==> src/rtl/can_rx_sequencer.sv <==
// can_rx_sequencer: CAN receive field tracker, bit destuffer and CRC sequencer.
// Optional fixed-form bit checking is enabled by defining CAN_RX_SEQ_FORM_CHECK_EN.
module can_rx_sequencer #(
  parameter int IDLE_BITS = 11,
  parameter int MAX_BYTES = 8
) (
  input  logic       clock,
  input  logic       reset,
  input  logic       sample_en,
  input  logic       rx_bit,
  output logic       dbit_valid,
  output logic       dbit,
  output logic       crc_clear,
  output logic       crc_en,
  output logic [3:0] field,
  output logic       ide,
  output logic       rtr,
  output logic [3:0] dlc,
  output logic       stuff_error,
  output logic       form_error,
  output logic       frame_done,
  output logic       busy
);
  localparam int CW = $clog2(IDLE_BITS + 1);

  typedef enum logic [3:0] {
    F_IDLE, F_SOF, F_ID_A, F_SRR_RTR, F_IDE, F_ID_B, F_RTR_X, F_RSV,
    F_DLC, F_DATA, F_CRC, F_CRC_DEL, F_ACK, F_ACK_DEL, F_EOF, F_ERROR
  } field_t;

  field_t        cur;
  field_t        nxt;
  logic [CW-1:0] idle_cnt;
  logic [6:0]    bit_cnt;
  logic [6:0]    nxt_cnt;
  logic          last_val;
  logic [2:0]    run;
  logic [2:0]    run_nx;
  logic [3:0]    dlc_nx;
  logic [3:0]    nbytes;
  logic [6:0]    data_len;
  logic          stuffed;
  logic          stuff_bit;
  logic          stuff_viol;
  logic          last_bit;
  logic          form_bad;
  logic          err;

  assign stuffed    = (cur >= F_ID_A) && (cur <= F_CRC);
  assign stuff_bit  = stuffed && (run == 3'd5);
  assign stuff_viol = stuff_bit && (rx_bit == last_val);
  assign last_bit   = (bit_cnt == 7'd1);
  assign run_nx     = (rx_bit == last_val) ? run + 3'd1 : 3'd1;
  assign dlc_nx     = {dlc[2:0], rx_bit};
  assign nbytes     = (dlc_nx > 4'(MAX_BYTES)) ? 4'(MAX_BYTES) : dlc_nx;
  assign data_len   = {nbytes, 3'b000};

`ifdef CAN_RX_SEQ_FORM_CHECK_EN
  // rtr still holds bit 3 while IDE arrives; for extended frames that is SRR
  assign form_bad = (!rx_bit && (cur == F_CRC_DEL || cur == F_ACK_DEL || cur == F_EOF))
                 || (cur == F_IDE && rx_bit && !rtr);
`else
  assign form_bad = 1'b0;
`endif

  assign err = stuff_viol || (form_bad && !stuff_bit);

  always_comb begin
    nxt     = cur;
    nxt_cnt = bit_cnt - 7'd1;
    if (last_bit) begin
      unique case (cur)
        F_ID_A:    begin nxt = F_SRR_RTR; nxt_cnt = 7'd1; end
        F_SRR_RTR: begin nxt = F_IDE; nxt_cnt = 7'd1; end
        F_IDE: begin
          nxt     = rx_bit ? F_ID_B : F_RSV;
          nxt_cnt = rx_bit ? 7'd18 : 7'd1;
        end
        F_ID_B:    begin nxt = F_RTR_X; nxt_cnt = 7'd1; end
        F_RTR_X:   begin nxt = F_RSV; nxt_cnt = 7'd2; end
        F_RSV:     begin nxt = F_DLC; nxt_cnt = 7'd4; end
        F_DLC: begin
          if (rtr || data_len == 7'd0) begin
            nxt = F_CRC; nxt_cnt = 7'd15;
          end else begin
            nxt = F_DATA; nxt_cnt = data_len;
          end
        end
        F_DATA:    begin nxt = F_CRC; nxt_cnt = 7'd15; end
        F_CRC: begin
          // a pending stuff bit after the last CRC bit is consumed in CRC
          if (run_nx == 3'd5) begin
            nxt = F_CRC; nxt_cnt = 7'd0;
          end else begin
            nxt = F_CRC_DEL; nxt_cnt = 7'd1;
          end
        end
        F_CRC_DEL: begin nxt = F_ACK; nxt_cnt = 7'd1; end
        F_ACK:     begin nxt = F_ACK_DEL; nxt_cnt = 7'd1; end
        F_ACK_DEL: begin nxt = F_EOF; nxt_cnt = 7'd7; end
        default: ;
      endcase
    end
  end

  always_ff @(posedge clock or posedge reset) begin
    if (reset) begin
      cur         <= F_IDLE;
      idle_cnt    <= '0;
      bit_cnt     <= '0;
      last_val    <= 1'b0;
      run         <= '0;
      dbit_valid  <= 1'b0;
      dbit        <= 1'b0;
      crc_clear   <= 1'b0;
      crc_en      <= 1'b0;
      field       <= 4'd0;
      ide         <= 1'b0;
      rtr         <= 1'b0;
      dlc         <= 4'd0;
      stuff_error <= 1'b0;
      form_error  <= 1'b0;
      frame_done  <= 1'b0;
      busy        <= 1'b0;
    end else begin
      dbit_valid  <= 1'b0;
      crc_clear   <= 1'b0;
      crc_en      <= 1'b0;
      stuff_error <= 1'b0;
      form_error  <= 1'b0;
      frame_done  <= 1'b0;
      if (sample_en) begin
        dbit  <= rx_bit;
        field <= cur;
        if (cur == F_IDLE) begin
          if (rx_bit) begin
            if (idle_cnt != CW'(IDLE_BITS)) idle_cnt <= idle_cnt + CW'(1);
          end else if (idle_cnt == CW'(IDLE_BITS)) begin
            cur        <= F_ID_A;
            bit_cnt    <= 7'd11;
            field      <= F_SOF;
            last_val   <= 1'b0;
            run        <= 3'd1;
            idle_cnt   <= '0;
            crc_clear  <= 1'b1;
            crc_en     <= 1'b1;
            dbit_valid <= 1'b1;
            busy       <= 1'b1;
            ide        <= 1'b0;
            rtr        <= 1'b0;
            dlc        <= 4'd0;
          end else begin
            idle_cnt <= '0;
          end
        end else if (err) begin
          cur         <= F_IDLE;
          idle_cnt    <= '0;
          field       <= F_ERROR;
          busy        <= 1'b0;
          stuff_error <= stuff_viol;
          form_error  <= !stuff_viol;
        end else if (stuff_bit) begin
          last_val <= rx_bit;
          run      <= 3'd1;
          if (cur == F_CRC && bit_cnt == 7'd0) begin
            cur     <= F_CRC_DEL;
            bit_cnt <= 7'd1;
          end
        end else begin
          dbit_valid <= 1'b1;
          crc_en     <= (cur <= F_DATA);
          if (stuffed) begin
            last_val <= rx_bit;
            run      <= run_nx;
          end
          unique case (cur)
            F_SRR_RTR: rtr <= rx_bit;
            F_IDE:     ide <= rx_bit;
            F_RTR_X:   rtr <= rx_bit;
            F_DLC:     dlc <= dlc_nx;
            default: ;
          endcase
          if (cur == F_EOF && last_bit) begin
            cur        <= F_IDLE;
            idle_cnt   <= CW'(7);
            frame_done <= 1'b1;
            busy       <= 1'b0;
          end else begin
            cur     <= nxt;
            bit_cnt <= nxt_cnt;
          end
        end
      end
    end
  end
endmodule
==> config.mk <==
export PLATFORM = sky130hd
export DESIGN_NAME = can_rx_sequencer
export DESIGN_NICKNAME = d
export VERILOG_FILES = /design/src/rtl/can_rx_sequencer.sv
export SDC_FILE = /design/constraint.sdc
export NUM_CORES = 1
export LEC_CHECK = 0
export ABC_AREA = 1
export CORE_AREA = 2 2 121 76
export CTS_CLUSTER_DIAMETER = 120
export DETAILED_ROUTE_END_ITERATION = 6
export DIE_AREA = 0 0 123 78
export PLACE_DENSITY_LB_ADDON = 0.25
export SETUP_SLACK_MARGIN = 0.05
export SYNTH_ARGS = -nofsm -noshare
export SYNTH_HDL_FRONTEND = slang
export SYNTH_SLANG_ARGS = --single-unit
==> constraint.sdc <==
create_clock -name clock -period 2.08 [get_ports clock]
set_input_delay 0.416 -clock clock [delete_from_list [all_inputs] [get_ports clock]]
set_output_delay 0.416 -clock clock [all_outputs]
set_load 0.01 [all_outputs]
==> results of run 1 <==
## worst min-delay path: stages, from the launching register on
cell     delay (ps)
dfrtp_1         340
nand2_1          50
nand2_1          50
## worst paths after layout
path,startpoint,to,slack [ps]
setup / recovery,cur[3],bit_cnt[0],220
setup reg to reg,cur[3],bit_cnt[0],220
hold / removal,field[0],field[0],480
max in group asynchronous,reset,bit_cnt[2],1180
min in group asynchronous,reset,stuff_error,540
hold reg to reg,field[0],field[0],480
## stage by stage
step / setup WS (ps) / TNS (ps) / std cells / util, % / hold WS [ps]
after detailed placement: -48.38 / -216.8 / 488 / 34.88 / 476.5
after global placement: -58.18 / -58.18 / 488 / 34.88 / 476.7
after floorplan: 537.0 / 0 / 351 / - / 469.8
after CTS: 123.5 / 0 / 496 / 36.84 / 493.3
final: 218.5 / 0 / 496 / 36.94 / 480.6
after global routing: 54.65 / 0 / 496 / 36.94 / 517.6
## layout make-up
type / count / area (um2)
clock inverters: 2 / 35.03
well taps: 112 / 140.1
clock buffers: 6 / 128.9
inverters: 46 / 187.7
repair buffers: 31 / 285.3
multi-input cells: 263 / 1420
fillers: 897 / 5293
flip-flops and latches: 36 / 903.4
## cell families (layout without fill, tap and decap cells)
kind of cell | count (synthesis) | in the layout | synth area share [%]
flip-flops | 36 | 36 | 35.12
XOR/XNOR | 3 | 3 | 1.025
buffers and inverters | 52 | 85 | 9.658
other | 1 | 1 | 0.1462
AND/OR/NAND/NOR | 213 | 213 | 42.44
AO/OA/AOI/OAI | 41 | 41 | 9.171
adder cells (fa/ha/maj) | 5 | 5 | 2.439
## cell usage in the layout (no fill, tap or decap), types with 3 or more instances in the layout
master           synthesis  routed
inv_4                    4       4
nor2_1                  29      29
nand2_4                  9       9
nor3_1                   3       3
nand3_1                 23      23
inv_1                   32      32
o211ai_1                 4       4
nand2_1                115     115
clkdlybuf4s50_1          0      19
o21ai_0                 14      14
dfrtp_1                 36      34
nand4_1                  4       4
nor2_4                   7       7
nand3_2                  4       4
nand2_2                 10      10
inv_2                    9       9
clkbuf_16                0       5
o21ai_1                  9       9
ha_1                     5       5
buf_4                    2      11
a21oi_1                 11      10
## flip-flops by register name (all words and copies together) (netlist names), 3 cells and up
signal / count
bit_cnt: 7
cur: 4
dlc: 4
field: 4
idle_cnt: 4
run: 3
## power groups by stage
stage / clock, mW / sequential [mW] / combinational (mW)
after floorplan: 0 / 1.15 / 1.86
after global placement: 0 / 1.26 / 2.39
after detailed placement: 0 / 1.26 / 2.39
after CTS: 0.882 / 1.25 / 2.41
after global routing: 0.911 / 1.30 / 2.76
final: 0.859 / 1.26 / 2.41
## layer usage
layer / GRT usage (%) / vias to the layer above / part of all wire (%)
met5: 0 / - / 0
met4: 4.318 / 0 / 1.1
met3: 5.221 / 8 / 8.2
met2: 19.67 / 64 / 37
met1: 24.89 / 1130 / 53
li1: - / 1181 / -
==> flow_summary_export.csv, run 1 <==
group,metric,value,unit
power_and_ir_drop,power_frac_seq,27.7,%
drt,ant_nets,0,
drt,drc,0,
status,status,"complete, no violations",
drt,wirelength,6744,um
setup_path,required,2250,ps
power_and_ir_drop,p_int,2.411,mW
flow_run,maxCapViolations,0,
setup_path,worstSetupEndpointType,"register",
synthesis,seq_area_frac_synth,35.12,%
global_routing,overflow,0,
synthesis,ys_top_cells_by_area,"dfrtp_1 (35%), nand2_1 (17%), inv_1 (4.7%)",
power_and_ir_drop,clkPwrFrac,19.0,%
synthesis,synth_common_cells,"nand2_1 (115), dfrtp_1 (36), inv_1 (32)",
drt,vias,2383,
final_layout,drive_above_1_share,19.01,%
setup_path,cp_common_cell,"nand2_1",
floorplanning,core_area,8393,um2
synthesis,synth_cells,351,
min_path,min_path_cells,2,
floorplanning,chipWidth,123,um
final_layout,fin_area,3100,um2
setup_path,cp_slowest_stage_delay,500,ps
placement,place_hpwl,5195,um
final_layout,n_antenna_cell,0,
clock_tree,clock_sinks,36,
final_layout,syn2layout_area_growth,20.88,%
setup_path,arrival,2040,ps
clock_tree,numCtsBuffers,5,
setup_path,cpMaxStageDelayCell,"dfrtp_1",
sta,finClkSkew,4.179,ps
synthesis,netlist.area_leader.share,35.12,%
power_and_ir_drop,switching_share,46.73,%
synthesis,synth_nets,360,
setup_path,path_cells,"buf_4 -> nand3_2 -> nand2_1 -> inv_1 -> nand2_2 -> nor2_1 -> nand3_1 -> nand2_1 -> nand2_1 -> nand2_1 -> nand2_1",
clock_tree,cts_max_path_buffers,2,
power_and_ir_drop,power.total,4.526,mW
power_and_ir_drop,p_comb_share,53.3,%
placement,gp_congestion,0.9437,
floorplanning,rows,26,
global_routing,grt_pass1_vias,2227,
setup_path,crit_fanout,9,
setup_path,crit_cells,11,
sta,rsz0062_at_grt,"false",
final_layout,nets,392,
placement,io_buffers,20,
clock_tree,cts_max_level,2,
power_and_ir_drop,p_per_area,1460,nW/um2
floorplanning,fp.dieH,78,um
global_routing,grt_max_degree,37,
sta,post-route-min-period,1861,ps
drt,first_pass_iters,5,
sta,drv_slew,0,
floorplanning,start_util,30.56,%
synthesis,synthFlopType,"dfrtp_1",
synthesis,synth_area_leader_cell,"dfrtp_1",
synthesis,yosysUniqueCellTypes,34,
setup_path,cp.buffers_inverters,2,
sta,period_share,89.49,%
power_and_ir_drop,p_leak,1.573,nW
setup_path,cp-start-kind,"register",
clock_tree,clockRootBuffer,"clkbuf_16",
power_and_ir_drop,power_switching,2.115,mW
clock_tree,cts_tree,"built",
drt,drt_iter0_drc,140,
drt,viasPerCell,4.804,
global_routing,track_usage,15.79,%
synthesis,synth-seq-cells,36,
clock_tree,cts_hold_buf,0,
clock_tree,path_clk_slew,60,ps
floorplanning,fp.dieArea,9594,um2
clock_tree,clock_latency,280,ps
sta,fmax,537.2,MHz
synthesis,synthArstFlopShare,100.0,%
synthesis,ys_warn_count,0,
setup_path,setup.worst_path.class,"register to register",
global_routing,antenna_found_initial,0,
sta,setup-violations-final,0,
clock_tree,cts_resized,0,
sta,hold_violations,0,
floorplanning,ios,22,
power_and_ir_drop,peakVddDrop,0.5099,mV
synthesis,synth_edf_count,0,
clock_tree,cts_setup_buffers,0,
synthesis,synth_area,2565,um2
min_path,hold_class,"register to register",
synthesis,yosys.cell_count.top_type,"nand2_1",
drt,wl_per_cell,13.60,um
setup_path,reg2reg_depth,11,
setup_path,path_delay_family,"simple AND/OR/NAND/NOR gates",
synthesis,syn_avg_cell_area,7.308,um2
global_routing,grt_pass1_wl,11520,um
placement,placedInstanceArea,2928,um2
No activity file was read; power rests on OpenSTA's default activity.
==> run 2: changes to the inputs <==
Settings changed: CAP_MARGIN from default to 20, RECOVER_POWER from default to 100.
==> run 2 against run 1 <==
Effect of this change: via count hardly changed; die area stayed put; highest routed layer unchanged; non-clock buffer count stayed put; utilization is 0.48 points lower; register-to-register slack worse by 60 ps; wire length hardly changed; critical path type unchanged; critical path depth is 2 lower.
==> flow_summary_export.csv, run 2 (synthesis results as in run 1) <==
group,metric,value,unit
floorplanning,ios,22,
sta,period_share,92.34,%
sta,slew_headroom,37.94,%
floorplanning,fp.dieH,78,um
flow_run,maxCapViolations,0,
floorplanning,fp.dieArea,9594,um2
setup_path,cp_common_cell,"inv_1",
power_and_ir_drop,power_frac_seq,28.2,%
min_path,holdPathEnd,"field[0]",
setup_path,r2r_setup_slack,160,ps
clock_tree,clockRootBuffer,"clkbuf_16",
setup_path,crit_fanout,8,
final_layout,fin_util,36.46,%
global_routing,grt_max_degree,37,
clock_tree,clock_sinks,36,
setup_path,required,2250,ps
setup_path,arrival,2090,ps
power_and_ir_drop,power.total,4.431,mW
power_and_ir_drop,peakVddDrop,0.5003,mV
clock_tree,cts_setup_buffers,0,
power_and_ir_drop,p_comb_share,52.4,%
sta,tightest_slew,931.0,ps
final_layout,layout_common_cells,"nand2_1 (117), inv_1 (34), dfrtp_1 (34)",
power_and_ir_drop,p_per_area,1448,nW/um2
clock_tree,clock_latency,290,ps
drt,wl_per_cell,13.61,um
sta,drv_slew,0,
sta,hold_slack,474.9,ps
power_and_ir_drop,p_int,2.359,mW
global_routing,antenna_found_initial,0,
sta,finClkSkew,5.238,ps
setup_path,regToRegEndpoint,"ide",
setup_path,setup.worst_path.class,"register to register",
final_layout,n_fill_cell,902,
setup_path,crit_cells,9,
setup_path,cp-start-kind,"register",
setup_path,timing.rr.start,"cur[0]",
setup_path,path_cells,"nor2_8 -> nand2_4 -> inv_1 -> nand3_1 -> inv_1 -> a21oi_1 -> or2_1 -> nand2_1 -> o21ai_1",
clock_tree,cts_hold_buf,0,
drt,vias,2382,
global_routing,grt_pass1_vias,2227,
final_layout,regArea,903.4,um2
sta,fmax,520.7,MHz
final_layout,nets,392,
sta,post-route-min-period,1921,ps
drt,wirelength,6749,um
clock_tree,cts_tree,"built",
clock_tree,cts_max_path_buffers,2,
global_routing,track_usage,15.79,%
placement,place_hpwl,5195,um
setup_path,cp_slowest_stage_delay,530,ps
clock_tree,cts_resized,0,
min_path,min_from,"field[0]",
power_and_ir_drop,power_switching,2.073,mW
global_routing,overflow,0,
drt,viasPerCell,4.802,
floorplanning,chipWidth,123,um
clock_tree,cts_max_level,2,
final_layout,syn2layout_area_growth,19.32,%
sta,rsz0062_at_grt,"false",
clock_tree,path_clk_slew,60,ps
final_layout,drive_above_1_share,17.19,%
drt,drt_iter0_drc,143,
clock_tree,numCtsBuffers,5,
final_layout,multiInputGateArea,1390,um2
final_layout,largest_register_ffs,7,
drt,drc,0,
setup_path,worstSetupEndpointType,"register",
placement,gp_congestion,0.9437,
final_layout,n_antenna_cell,0,
drt,ant_nets,0,
setup_path,cpMaxStageDelayCell,"dfrtp_1",
status,status,"complete, no violations",
floorplanning,core_area,8393,um2
power_and_ir_drop,switching_share,46.78,%
setup_path,cp.buffers_inverters,2,
drt,first_pass_iters,5,
final_layout,top_register,"bit_cnt",
min_path,hold_class,"register to register",
final_layout,final_common_cell,"nand2_1",
power_and_ir_drop,clkPwrFrac,19.4,%
floorplanning,start_util,30.56,%
min_path,min_path_cells,2,
global_routing,grt_pass1_wl,11520,um
sta,hold_violations,0,
power_and_ir_drop,p_leak,1.613,nW
setup_path,reg2reg_depth,9,
floorplanning,rows,26,
sta,setup-violations-final,0,
setup_path,path_delay_family,"simple AND/OR/NAND/NOR gates",
placement,io_buffers,20,
-- run 2: how the worst max path moves through the flow --
stage / start / endpoint / slack (ps)
floorplan: idle_cnt[0] / bit_cnt[4] / 540
detailed placement: rx_bit / idle_cnt[3] / -50
CTS: cur[1] / bit_cnt[0] / 120
finish: cur[0] / ide / 160
global placement: rx_bit / bit_cnt[0] / -60
global route: cur[3] / bit_cnt[0] / 40
-- run 2: per-layer routing --
| layer | share of wire, % | vias to the layer above | GRT usage [%] |
|---|---|---|---|
| met2 | 37 | 68 | 19.67 |
| met5 | 0 | - | 0 |
| li1 | - | 1181 | - |
| met3 | 7.5 | 8 | 5.221 |
| met4 | 1.2 | 0 | 4.318 |
| met1 | 54 | 1125 | 24.89 |
-- run 2: area by class of cell --
class / instances / area share [%]
multi-input combinational: 263 / 45.42
sequential: 36 / 29.52
timing repair buffer: 31 / 9.240
inverter: 46 / 5.887
tap: 112 / 4.579
clock buffer: 6 / 4.211
clock inverter: 2 / 1.145
-- run 2: power groups by stage --
| stage | registers (mW) | logic (mW) | clock network, mW |
|---|---|---|---|
| 2_1_floorplan | 1.15 | 1.86 | 0 |
| 3_3_place_gp | 1.26 | 2.39 | 0 |
| 3_5_place_dp | 1.26 | 2.39 | 0 |
| 4_1_cts | 1.25 | 2.41 | 0.882 |
| 5_1_grt | 1.30 | 2.67 | 0.911 |
| 6_report | 1.25 | 2.32 | 0.859 |
-- run 2: per-stage QoR --
step	instance area (um2)	instances	setup WS [ps]	setup TNS, ps
after global routing	3060	496	36.45	0
after floorplan	2565	351	537.0	0
after detailed placement	2928	488	-48.38	-216.8
after global placement	2928	488	-58.18	-58.18
after CTS	3092	496	123.5	0
final	3060	496	159.4	0
-- run 2: worst reg2reg max path: stages, from the launching register on --
cell	delay, ps
dfrtp_1	530
nor2_8	250
nand2_4	140
inv_1	130
nand3_1	170
inv_1	170
a21oi_1	60
or2_1	250
nand2_1	60
o21ai_1	50
